File: src/rtl/alu_seq_pkg.sv
// Shared types for the ALU operand sequencer: state encodings, flag bit positions, stage width.
// Latency: n/a (package). Backpressure: n/a.
package alu_seq_pkg;

    localparam int STAGE_W = 3;

    typedef enum logic [STAGE_W-1:0] {
        S_A    = 3'd0,
        S_B    = 3'd1,
        S_OP   = 3'd2,
        S_EXEC = 3'd3,
        S_SHOW = 3'd4
    } state_t;

    localparam int FLAG_Z = 3;
    localparam int FLAG_N = 2;
    localparam int FLAG_V = 1;
    localparam int FLAG_C = 0;

endpackage

File: src/rtl/rise_detect.sv
// Rising-edge detector for a level input such as a debounced button.
// Latency: pulse is combinational from sig and the registered previous level.
// Backpressure: none; one pulse per low-to-high transition.
module rise_detect (
    input  logic clk,
    input  logic rst_n,
    input  logic sig,
    output logic pulse
);

    logic sig_q;

    always_ff @(posedge clk or negedge rst_n) begin
        if (!rst_n) begin
            sig_q <= 1'b0;
        end else begin
            sig_q <= sig;
        end
    end

    assign pulse = sig & ~sig_q;

endmodule

File: src/rtl/alu_op_sequencer.sv
// Steps A, B and ALUControl in from a shared switch bus, then captures ALU result/flags.
// Latency: result/flags/done update one cycle after OP capture. Optional: ALU_SEQ_ACCUM_EN.
// Backpressure: none; presses during S_EXEC are ignored, clear overrides a press.
module alu_op_sequencer
    import alu_seq_pkg::*;
#(
    parameter int N = 3
) (
    input  logic               clk,
    input  logic               rst_n,
    input  logic [N-1:0]       data_in,
    input  logic [3:0]         op_in,
    input  logic               load,
    input  logic               clear,
    output logic [N-1:0]       alu_a,
    output logic [N-1:0]       alu_b,
    output logic [3:0]         alu_ctrl,
    input  logic [N-1:0]       alu_result,
    input  logic [3:0]         alu_flags,
    output logic [N-1:0]       result,
    output logic [3:0]         flags,
    output logic [STAGE_W-1:0] stage,
    output logic               busy,
    output logic               done
);

    state_t       state;
    logic [N-1:0] a_q;
    logic [N-1:0] b_q;
    logic [3:0]   op_q;
    logic [N-1:0] result_q;
    logic [3:0]   flags_q;
    logic         done_q;
    logic         ld_pulse;

    rise_detect u_rise_detect (
        .clk   (clk),
        .rst_n (rst_n),
        .sig   (load),
        .pulse (ld_pulse)
    );

    always_ff @(posedge clk or negedge rst_n) begin
        if (!rst_n) begin
            state    <= S_A;
            a_q      <= '0;
            b_q      <= '0;
            op_q     <= '0;
            result_q <= '0;
            flags_q  <= '0;
            done_q   <= 1'b0;
        end else begin
            done_q <= 1'b0;
            if (clear) begin
                state    <= S_A;
                a_q      <= '0;
                b_q      <= '0;
                op_q     <= '0;
                result_q <= '0;
                flags_q  <= '0;
            end else begin
                case (state)
                    S_A: begin
                        if (ld_pulse) begin
                            a_q   <= data_in;
                            state <= S_B;
                        end
                    end
                    S_B: begin
                        if (ld_pulse) begin
                            b_q   <= data_in;
                            state <= S_OP;
                        end
                    end
                    S_OP: begin
                        if (ld_pulse) begin
                            op_q  <= op_in;
                            state <= S_EXEC;
                        end
                    end
                    S_EXEC: begin
                        // Operands have been stable for this whole cycle, so the ALU output is settled.
                        result_q <= alu_result;
                        flags_q  <= alu_flags;
                        done_q   <= 1'b1;
                        state    <= S_SHOW;
                    end
                    S_SHOW: begin
                        if (ld_pulse) begin
`ifdef ALU_SEQ_ACCUM_EN
                            a_q   <= result_q;
                            b_q   <= data_in;
                            state <= S_OP;
`else
                            a_q   <= data_in;
                            state <= S_B;
`endif
                        end
                    end
                    default: state <= S_A;
                endcase
            end
        end
    end

    assign alu_a    = a_q;
    assign alu_b    = b_q;
    assign alu_ctrl = op_q;
    assign result   = result_q;
    assign flags    = flags_q;
    assign stage    = state;
    assign busy     = (state == S_EXEC);
    assign done     = done_q;

endmodule

File: config.mk
export PLATFORM = sky130hd
export DESIGN_NAME = alu_op_sequencer
export DESIGN_NICKNAME = d
export VERILOG_FILES = /design/src/rtl/alu_seq_pkg.sv /design/src/rtl/rise_detect.sv /design/src/rtl/alu_op_sequencer.sv
export SDC_FILE = /design/constraint.sdc
export NUM_CORES = 1
export LEC_CHECK = 0
export BUFFER_PORTS_ARGS = -buffer_cell sky130_fd_sc_hd__buf_2
export CAP_MARGIN = 40
export CORE_MARGIN = 2
export CORE_UTILIZATION = 50
export DETAILED_ROUTE_END_ITERATION = 16
export GPL_ROUTABILITY_DRIVEN = 0
export PLACE_DENSITY_LB_ADDON = 0.08
export SLEW_MARGIN = 20
export SYNTH_ARGS = -nofsm -noshare
export SYNTH_HDL_FRONTEND = slang
export SYNTH_SLANG_ARGS = --single-unit
File: constraint.sdc
create_clock -name clk -period 3.4 [get_ports clk]
set_input_delay 0.34 -clock clk [delete_from_list [all_inputs] [get_ports clk]]
set_output_delay 0.34 -clock clk [all_outputs]
set_load 0.05 [all_outputs]
==> flow_summary_export.csv <==
group,metric,value,unit
logic_synthesis,synth-edff-count,0,
hold_path,hold_end,"u_rise_detect.sig_q$_DFF_PN0_",
worst_setup_path,crit_path_start_kind,"register",
global_routing,grt_overflow,0,
global_routing,grt_usage,17.6,%
worst_setup_path,critical_path_class,"reg -> out",
outcome,status,"complete, no violations",
sta,setup_viol,0,
detailed_routing,ant_nets,0,
logic_synthesis,synth.most_common_cell,"dfrtp_1",
worst_setup_path,rrSetupSlack,1880,ps
global_routing,grt_max_degree,29,
layout,area_growth,23.7,%
pwr,p_int,354,uW
sta,tns,0,ps
logic_synthesis,synth_top_cell_by_area,"dfrtp_1",
floorplanning,die_y,49.4,um
logic_synthesis,syn_nets,102,
placed_design,post-place-cells,145,
worst_setup_path,crit_arrival,1750,ps
logic_synthesis,ys_ff_latch,22,
floorplanning,fp.dieArea,2440,um2
global_routing,antenna_found_initial,0,
logic_synthesis,synth_area_leaders,"dfrtp_1 (53%), mux2i_1 (17%), nand2b_1 (8.5%)",
worst_setup_path,required,3060,ps
logic_synthesis,yosys.cell_types.count,18,
worst_setup_path,slowest_stage,"dfrtp_1",
cts,root_buffer,"clkbuf_4",
worst_setup_path,cp_max_fo,10,
pwr,switching_share,24.5,%
logic_synthesis,yosys-top-cells-count,"dfrtp_1 (22), mux2i_1 (17), nand2b_1 (14)",
pwr,p_sw,115,uW
logic_synthesis,netlist_area,1030,um2
pwr,clkPwrFrac,29.6,%
hold_path,min_path_type,"in -> reg",
floorplanning,die_w,49.4,um
sta,finalCritPeriodShare,61.6,%
logic_synthesis,synth_warnings,0,
layout,drive_gt1_share,39.8,%
sta,fmax,0.478,GHz
global_routing,grt_first_pass_wirelength,3190,um
cts,post_cts_buffers,0,
logic_synthesis,synthCells,84,
sta,tightest_slew,540,ps
layout,fill_cells,192,
logic_synthesis,yosysSeqAreaShare,53.5,%
layout,final_cells,150,
sta,whs,186,ps
pwr,p_leak,0.699,nW
sta,rsz0062_at_grt,"false",
layout,num_antenna_cells,0,
global_routing,grt_pass1_vias,717,
cts,clk_latency,300,ps
logic_synthesis,ys.flop_type,"dfrtp_1",
floorplanning,io-pin-count,40,
cts,clk_path_buf_depth,2,
pwr,power_frac_seq,58.0,%
placed_design,port_buffers,39,
cts,clk_pin_slew,110,ps
worst_setup_path,reg2regPathDepth,3,
detailed_routing,first_pass_iters,4,
sta,slew_headroom,63.9,%
logic_synthesis,async_flop_share,100,%
pwr,power_density,368,nW/um2
detailed_routing,avgRoutedWirePerCell,12.0,um
run,cap_violations,0,
detailed_routing,routed_wirelength,1790,um
hold_path,hold_depth,1,
worst_setup_path,crit_chain,"nand3b_1 > inv_1 > buf_2",
cts,tritoncts,"yes",
sta,min_period,2090,ps
worst_setup_path,regToRegEndpoint,"result[0]$_DFFE_PN0P_",
detailed_routing,drt_iter0_markers,7,
detailed_routing,routed_via_density,4.86,
cts,cts.sinks,22,
sta,fin_skew,1.62,ps
hold_path,hold_start,"load",
sta,finalMaxSlewViolations,0,
placed_design,dp_hpwl,1330,um
layout,fin_nets,142,
logic_synthesis,synth.top_cell.area_share,53.5,%
cts,numCtsBuffers,3,
logic_synthesis,syn_avg_cell_area,12.3,um2
floorplanning,rows,16,
pwr,comb_power_share,12.4,%
worst_setup_path,r2r_start,"stage[1]$_DFFE_PN0P_",
detailed_routing,drc,0,
cts,htreeDepth,1,
sta,finalHoldViolCount,0,
detailed_routing,vias,729,
floorplanning,coreArea,1960,um2
worst_setup_path,cp-end-kind,"output port",
pwr,vdd_drop_max,0.220,mV
worst_setup_path,critical_path.max_stage_delay,580,ps
floorplanning,start_util,52.5,%
[registers in the layout, indices dropped and copies added, names as in the netlist]
name	cells
alu_a	3
alu_b	3
result	3
stage	3
alu_ctrl	4
u_rise_detect.sig_q	1
flags	4
done	1
[layout by cell type (no fill, tap or decap)]
cell            n
buf_2          39
dfrtp_1        22
mux2i_1        17
nand2b_1       14
nor2_1         12
nor4b_4         3
clkbuf_4        3
nor3b_1         2
a21oi_1         2
nand3b_1        1
inv_1           1
nand2b_2        1
a211o_2         1
nand2_1         1
o21ba_2         1
nand3_1         1
clkbuf_8        1
dlygate4sd3_1   1
[critical path: cells and delay by family, from the launching register on]
kind	cells	cell delay, ps
simple gates	1	470
flops	1	580
buf+inv	2	400
[stage by stage]
stage / setup WS [ps] / util, % / area [um2] / power [mW]
after floorplan: 1620 / - / 1030 / 0.315
after global placement: 1670 / 62.6 / 1230 / 0.335
after detailed placement: 1640 / 62.6 / 1230 / 0.335
after CTS: 1260 / 64.9 / 1270 / 0.477
after global routing: 1120 / 64.9 / 1270 / 0.499
final: 1310 / 64.9 / 1270 / 0.469
[area by class of cell]
cell class	count	area, um2	share of cell area, %
clock buffers	4	36.3	2.85
inverters	1	3.75	0.295
multi-input cells	56	444	34.9
flip-flops and latches	22	551	43.2
well taps	27	33.8	2.65
repair buffers	40	205	16.1
[kinds of logic (layout without fill, tap and decap cells)]
kind of cell           Yosys count  count (layout)  synth area share [%]
AOI/OAI and AO/OA                4               4                  2.92
buffers and inverters            6              45                  3.40
DFF                             22              22                  53.5
muxes                           17              17                  16.5
and+or+nand+nor                 35              35                  23.7
[power groups by stage]
stage | registers, mW | clock network (mW) | logic (mW)
6_report | 0.272 | 0.139 | 0.0581
5_1_grt | 0.273 | 0.162 | 0.0640
2_1_floorplan | 0.289 | 0 | 0.0255
4_1_cts | 0.272 | 0.145 | 0.0592
3_3_place_gp | 0.276 | 0 | 0.0580
3_5_place_dp | 0.277 | 0 | 0.0584
[worst max-delay path by stage]
stage | from | endpoint | cells after the start
3_3_place_gp | stage[1]$_DFFE_PN0P_ | busy | 3
3_5_place_dp | stage[1]$_DFFE_PN0P_ | busy | 3
6_report | stage[1]$_DFFE_PN0P_ | busy | 3
5_1_grt | stage[1]$_DFFE_PN0P_ | busy | 3
4_1_cts | stage[1]$_DFFE_PN0P_ | busy | 3
2_1_floorplan | stage[1]$_DFFE_PN0P_ | busy | 3
[timing repair]
action                                 in CTS  in global routing
resized for setup                           0                  0
endpoints found under the hold margin      22                  0
hold buffers                                1                  0
[per-layer routing]
layer  vias up  share of wire [%]  track usage (%)
met2        21                 50             27.9
met3         2                6.8             3.99
met4         0                1.1             8.33
li1        365                  -                -
met1       341                 42             22.7
met5         -                  0                0
Power figures use the tool's default switching activity.
